===== src/rtl/qdec_pkg.sv =====
// Shared phase encodings and direction constants for the quadrature decoder.
// Imported by sync_bit and quad_decoder.
package qdec_pkg;

  typedef logic [1:0] phase_t;

  localparam phase_t PH_00 = 2'b00;
  localparam phase_t PH_01 = 2'b01;
  localparam phase_t PH_11 = 2'b11;
  localparam phase_t PH_10 = 2'b10;

  localparam logic DIR_UP = 1'b1;
  localparam logic DIR_DN = 1'b0;

endpackage


===== src/rtl/sync_bit.sv =====
// Multi-flop synchronizer chain for one asynchronous input bit.
// All flops reset asynchronously to 0.
module sync_bit #(
  parameter int STAGES = 2
) (
  input  logic clk,
  input  logic reset,
  input  logic d,
  output logic q
);

  logic [STAGES-1:0] chain;

  // shift the async input through the flop chain
  always_ff @(posedge clk or posedge reset) begin
    if (reset) begin
      chain <= '0;
    end else begin
      chain <= {chain[STAGES-2:0], d};
    end
  end

  assign q = chain[STAGES-1];

endmodule


===== src/rtl/quad_decoder.sv =====
// x4 quadrature decoder: sync, optional glitch filter, decode, counter.
// Define QDEC_GLITCH_FILTER_EN to insert the per-phase glitch filter.
module quad_decoder
  import qdec_pkg::*;
#(
  parameter int CNT_W       = 8,
  parameter int SYNC_STAGES = 2,
  parameter int FILT_LEN    = 3
) (
  input  logic             clk,
  input  logic             reset,
  input  logic             a_in,
  input  logic             b_in,
  input  logic             en,
  input  logic             clr,
  output logic [CNT_W-1:0] count,
  output logic             dir,
  output logic             step,
  output logic             err,
  output logic             wrap
);

  localparam logic [CNT_W-1:0] ONE = 1;

  if (SYNC_STAGES < 2) begin : g_bad_sync
    $error("SYNC_STAGES must be at least 2");
  end
  if (FILT_LEN < 1) begin : g_bad_filt
    $error("FILT_LEN must be at least 1");
  end

  phase_t raw;
  phase_t cur;
  phase_t prev;
  logic   primed;
  logic   mv_up;
  logic   mv_dn;
  logic   mv_bad;

  sync_bit #(.STAGES(SYNC_STAGES)) u_sync_a (
    .clk   (clk),
    .reset (reset),
    .d     (a_in),
    .q     (raw[1])
  );

  sync_bit #(.STAGES(SYNC_STAGES)) u_sync_b (
    .clk   (clk),
    .reset (reset),
    .d     (b_in),
    .q     (raw[0])
  );

`ifdef QDEC_GLITCH_FILTER_EN
  localparam int FW = $clog2(FILT_LEN + 1);
  localparam logic [FW-1:0] FLAST = FW'(FILT_LEN - 1);
  localparam logic [FW-1:0] FONE = 1;

  phase_t        flt;
  logic [FW-1:0] fcnt [2];

  // accept a new level only after FILT_LEN equal samples
  always_ff @(posedge clk or posedge reset) begin
    if (reset) begin
      flt     <= '0;
      fcnt[0] <= '0;
      fcnt[1] <= '0;
    end else begin
      for (int i = 0; i < 2; i++) begin
        if (raw[i] == flt[i]) begin
          fcnt[i] <= '0;
        end else if (fcnt[i] == FLAST) begin
          flt[i]  <= raw[i];
          fcnt[i] <= '0;
        end else begin
          fcnt[i] <= fcnt[i] + FONE;
        end
      end
    end
  end

  assign cur = flt;
`else
  assign cur = raw;
`endif

  // classify the prev -> cur phase transition
  always_comb begin
    mv_up  = 1'b0;
    mv_dn  = 1'b0;
    mv_bad = 1'b0;
    unique case ({prev, cur})
      {PH_00, PH_01}, {PH_01, PH_11},
      {PH_11, PH_10}, {PH_10, PH_00}: mv_up = 1'b1;
      {PH_00, PH_10}, {PH_10, PH_11},
      {PH_11, PH_01}, {PH_01, PH_00}: mv_dn = 1'b1;
      {PH_00, PH_11}, {PH_11, PH_00},
      {PH_01, PH_10}, {PH_10, PH_01}: mv_bad = 1'b1;
      default: ;
    endcase
  end

  // priming, counter, direction and flag registers
  always_ff @(posedge clk or posedge reset) begin
    if (reset) begin
      prev   <= PH_00;
      primed <= 1'b0;
      count  <= '0;
      dir    <= DIR_UP;
      step   <= 1'b0;
      err    <= 1'b0;
      wrap   <= 1'b0;
    end else if (clr) begin
      primed <= 1'b0;
      count  <= '0;
      step   <= 1'b0;
      err    <= 1'b0;
      wrap   <= 1'b0;
    end else if (!primed) begin
      prev   <= cur;
      primed <= 1'b1;
      step   <= 1'b0;
      wrap   <= 1'b0;
    end else begin
      prev <= cur;
      step <= 1'b0;
      wrap <= 1'b0;
      if (mv_bad) begin
        err <= 1'b1;
      end
      if (en && mv_up) begin
        count <= count + ONE;
        dir   <= DIR_UP;
        step  <= 1'b1;
        wrap  <= &count;
      end else if (en && mv_dn) begin
        count <= count - ONE;
        dir   <= DIR_DN;
        step  <= 1'b1;
        wrap  <= ~|count;
      end
    end
  end

endmodule


===== config.mk =====
export PLATFORM = sky130hd
export DESIGN_NAME = quad_decoder
export DESIGN_NICKNAME = d
export VERILOG_FILES = /design/src/rtl/qdec_pkg.sv /design/src/rtl/sync_bit.sv /design/src/rtl/quad_decoder.sv
export SDC_FILE = /design/constraint.sdc
export NUM_CORES = 1
export LEC_CHECK = 0
export CAP_MARGIN = 15
export CORE_MARGIN = 4
export CORE_UTILIZATION = 35
export CTS_CLUSTER_SIZE = 16
export DETAILED_ROUTE_END_ITERATION = 7
export PLACE_DENSITY = 0.64
export SETUP_SLACK_MARGIN = 0.02
export SYNTH_ARGS = -nofsm -noshare
export SYNTH_HDL_FRONTEND = slang
export SYNTH_SLANG_ARGS = --single-unit

===== constraint.sdc =====
create_clock -name clk -period 3.1 [get_ports clk]
set_input_delay 0.31 -clock clk [delete_from_list [all_inputs] [get_ports clk]]
set_output_delay 0.31 -clock clk [all_outputs]
set_load 0.02 [all_outputs]

==> flow_summary.rst <==
.. list-table::
   :header-rows: 1

   * - Metric
     - Value
   * - Number of design-rule violations left by the first detailed-router iteration
     - 57
   * - Setup slack after placement
     - 0.185 ns
   * - Switching Power
     - 274 µW
   * - Crit. End Element
     - flop
   * - Root buf cell
     - clkbuf_4
   * - Worst hold start
     - u_sync_a.chain[0]$_DFF_PP0_
   * - Final antenna-violating net count
     - 0
   * - Design internal power
     - 470 µW
   * - Worst hold path type
     - flop to flop
   * - Clock latency of the later-clocked register in the worst-skew pair
     - 0.31 ns
   * - RSZ-0062 raised after global routing
     - no
   * - Die width
     - 63.1 µm
   * - Proportion of power drawn by combinational gates
     - 0.407
   * - Least setup slack across all paths after layout
     - 0.344 ns
   * - Post-Synthesis Cells
     - 102
   * - Finish-stage setup viols
     - 0
   * - Number of I/O port buffers
     - 17
   * - Pin count of the biggest net entering global routing
     - 20
   * - Critical setup path kind
     - flop to flop
   * - Number of top-level pins
     - 18
   * - Fin crit period
     - 2.76 ns
   * - Final global-route overflow total
     - 0
   * - Cell area after technology mapping
     - 0.00106 mm²
   * - All-layer global routing usage
     - 0.132
   * - Clock network fraction of total power
     - 0.177
   * - Setup total negative slack
     - 0 ns
   * - HPWL after detailed placement
     - 1690 µm
   * - Global-route wire length before repair
     - 4220 µm
   * - Placeable Area
     - 0.00283 mm²
   * - Highest fanout seen on the critical path
     - 10
   * - Initial standard-cell utilization of the core
     - 0.375
   * - Leading cell types in the layout, fill and taps excluded
     - 18 x dfrtp_1, 17 x clkdlybuf4s50_1, 9 x nand2_1
   * - Share of the yosys chip area belonging to registers
     - 0.449
   * - H-tree lvl count
     - 1
   * - Pins Over Slew Limit
     - 0
   * - Mean instance size in the synthesized netlist
     - 10.4 µm²
   * - Critical Path Source Type
     - flop
   * - Rel. slew slack
     - 0.523
   * - Number of global-route vias before repair
     - 906
   * - Most frequent standard cell in the layout excluding fill and tap cells
     - dfrtp_1
   * - Ratio of final minimum period to clock period
     - 0.889
   * - CTS tree
     - done
   * - Share of layout cells above drive strength 1
     - 0.0813
   * - Post-synth EDFFs
     - 0
   * - Antenna violations before repair
     - 0
   * - Post-Route Utilization
     - 0.459
   * - Syn Nets
     - 115
   * - Post-synthesis sequential element count
     - 19
   * - Count of endpoints failing hold in the final timing report
     - 0
   * - Final weighted congestion of routability-driven global placement
     - 0.871
   * - Clock buffers created by TritonCTS
     - 3
   * - Diode insertion count for antenna repair
     - 0
   * - Via count
     - 852
   * - Dominant cell type by area after synthesis
     - dfrtp_1
   * - Netlist cell types
     - 35
   * - Share of the synthesized area in the top cell type
     - 0.425
   * - Clock transition at the register clock pins on the worst setup and hold paths after CTS
     - 0.12 ns
   * - Ranking of synthesized cells by area
     - dfrtp_1 42%, ha_1 7.1%, o21ai_0 3.3%
   * - First-pass iteration count of the detailed router
     - 4
   * - Achievable frequency
     - 363 MHz
   * - Most instantiated flip-flop cell in the synthesis netlist
     - dfrtp_1
   * - Std cell rows
     - 19
   * - DR WL/cell
     - 14.9 µm
   * - Lkg Pwr
     - 0.580 nW
   * - Sinks on Clock Net
     - 19
   * - Power Dens Cells
     - 573 mW/mm²
   * - Final net count
     - 137
   * - Fraction of synthesis flops using an asynchronous set or reset pin
     - 1.00
   * - Result of the run
     - finished clean
   * - Post-CTS sizing
     - 0
   * - WP data arrival
     - 2.97 ns
   * - Average via count per standard cell
     - 5.53
   * - WP data required
     - 3.31 ns
   * - Peak supply drop
     - 0.162 mV
   * - Reported max-cap violation count
     - 0
   * - Crit path launch
     - u_sync_b.chain[1]$_DFF_PP0_
   * - R2r startpoint
     - u_sync_b.chain[1]$_DFF_PP0_
   * - Maximum clock insertion buffer count
     - 2
   * - Total routed wirelength
     - 2300 µm
   * - Clock skew after layout
     - 0.00581 ns
   * - Seq pwr share
     - 0.416
   * - Die ar.
     - 0.00398 mm²
   * - Worst-margin pin slew
     - 0.715 ns
   * - Count of hold buffers inserted by post-cts repair
     - 0
   * - Sw Ratio
     - 0.368
   * - Post-route DRC
     - 0
   * - Yosys warning count
     - 0
   * - Area growth from synthesis to layout
     - 22.3%
   * - Count of buffers added by post-CTS timing repair for setup
     - 0
   * - Chip Height
     - 63.1 µm
[final timing paths]
| check | endpoint | slack, ns | depth (start not counted) |
|---|---|---|---|
| max | count[6]$_DFFE_PP0P_ | 0.34 | 9 |
| min | u_sync_a.chain[1]$_DFF_PP0_ | 0.36 | 0 |
| max reg2reg | count[6]$_DFFE_PP0P_ | 0.34 | 9 |
| min reg2reg | u_sync_a.chain[1]$_DFF_PP0_ | 0.36 | 0 |
| max in group asynchronous | u_sync_b.chain[0]$_DFF_PP0_ | 2.25 | 2 |
| min in group asynchronous | count[1]$_DFFE_PP0P_ | 0.40 | 2 |
[cell usage after synthesis, types with 2 or more instances]
master / instances
a211o_1: 2
a21o_1: 2
a21oi_1: 5
a22o_1: 2
dfrtp_1: 18
ha_1: 6
inv_1: 7
mux2_2: 2
nand2_1: 9
nand3_1: 2
nand4_1: 4
nor2_1: 5
o21a_1: 4
o21ai_0: 7
xnor2_1: 4
xor2_1: 4
[stage by stage]
step                      total power, mW  hold WS [ns]  cells  instance area (µm²)
after floorplan                     0.521         0.260    102                 1060
after global placement              0.607         0.333    150                 1270
after detailed placement            0.614         0.335    150                 1270
after CTS                           0.750         0.363    154                 1300
after global routing                0.797         0.376    154                 1300
final                               0.744         0.359    154                 1300
[registers in the layout, indices dropped and copies added (netlist names)]
register	flops
primed	1
wrap	1
step	1
dir	1
u_sync_a.chain	2
u_sync_b.chain	2
err	1
count	8
prev	2
[power by group through the flow]
| stage | logic (mW) | clock network, mW | registers [mW] |
|---|---|---|---|
| after floorplan | 0.186 | 0 | 0.335 |
| after global placement | 0.293 | 0 | 0.314 |
| after detailed placement | 0.299 | 0 | 0.314 |
| after CTS | 0.304 | 0.136 | 0.309 |
| after global routing | 0.336 | 0.144 | 0.316 |
| final | 0.303 | 0.132 | 0.309 |
[area by class of cell]
class                      count  area, µm²
clock buffer                   3       22.5
multi-input combinational     76        558
fill                         263       1530
timing repair buffer          17        170
clock inverter                 1       5.00
sequential                    19        477
tap                           31       38.8
inverter                       7       26.3
[logic make-up after synthesis]
logic type      after synthesis  share of synthesized area
compound gates               30                      0.203
buf+inv                       7                     0.0248
mux                           2                     0.0212
xor+xnor                      8                     0.0660
flops                        19                      0.449
simple gates                 29                      0.146
fa+ha+maj                     7                     0.0896
[critical path, cell delays in order, from the launching register on]
cell	delay (ns)
dfrtp_1	0.43
xor2_1	0.22
nand3_1	0.38
inv_1	0.28
fa_1	0.31
nor2b_4	0.06
o31a_1	0.26
o21a_1	0.18
or3_1	0.30
a32o_1	0.25
[metal layers]
layer  share of wire  vias up  wire [µm]  track usage
met4           0.014        0         33       0.0413
met1            0.45      416       1040        0.169
met2            0.50       13       1150        0.223
met5               0        -          0            0
met3           0.037        5         84       0.0284
li1                -      418          -            -
Note: power is estimated with default switching activity, not from simulation.
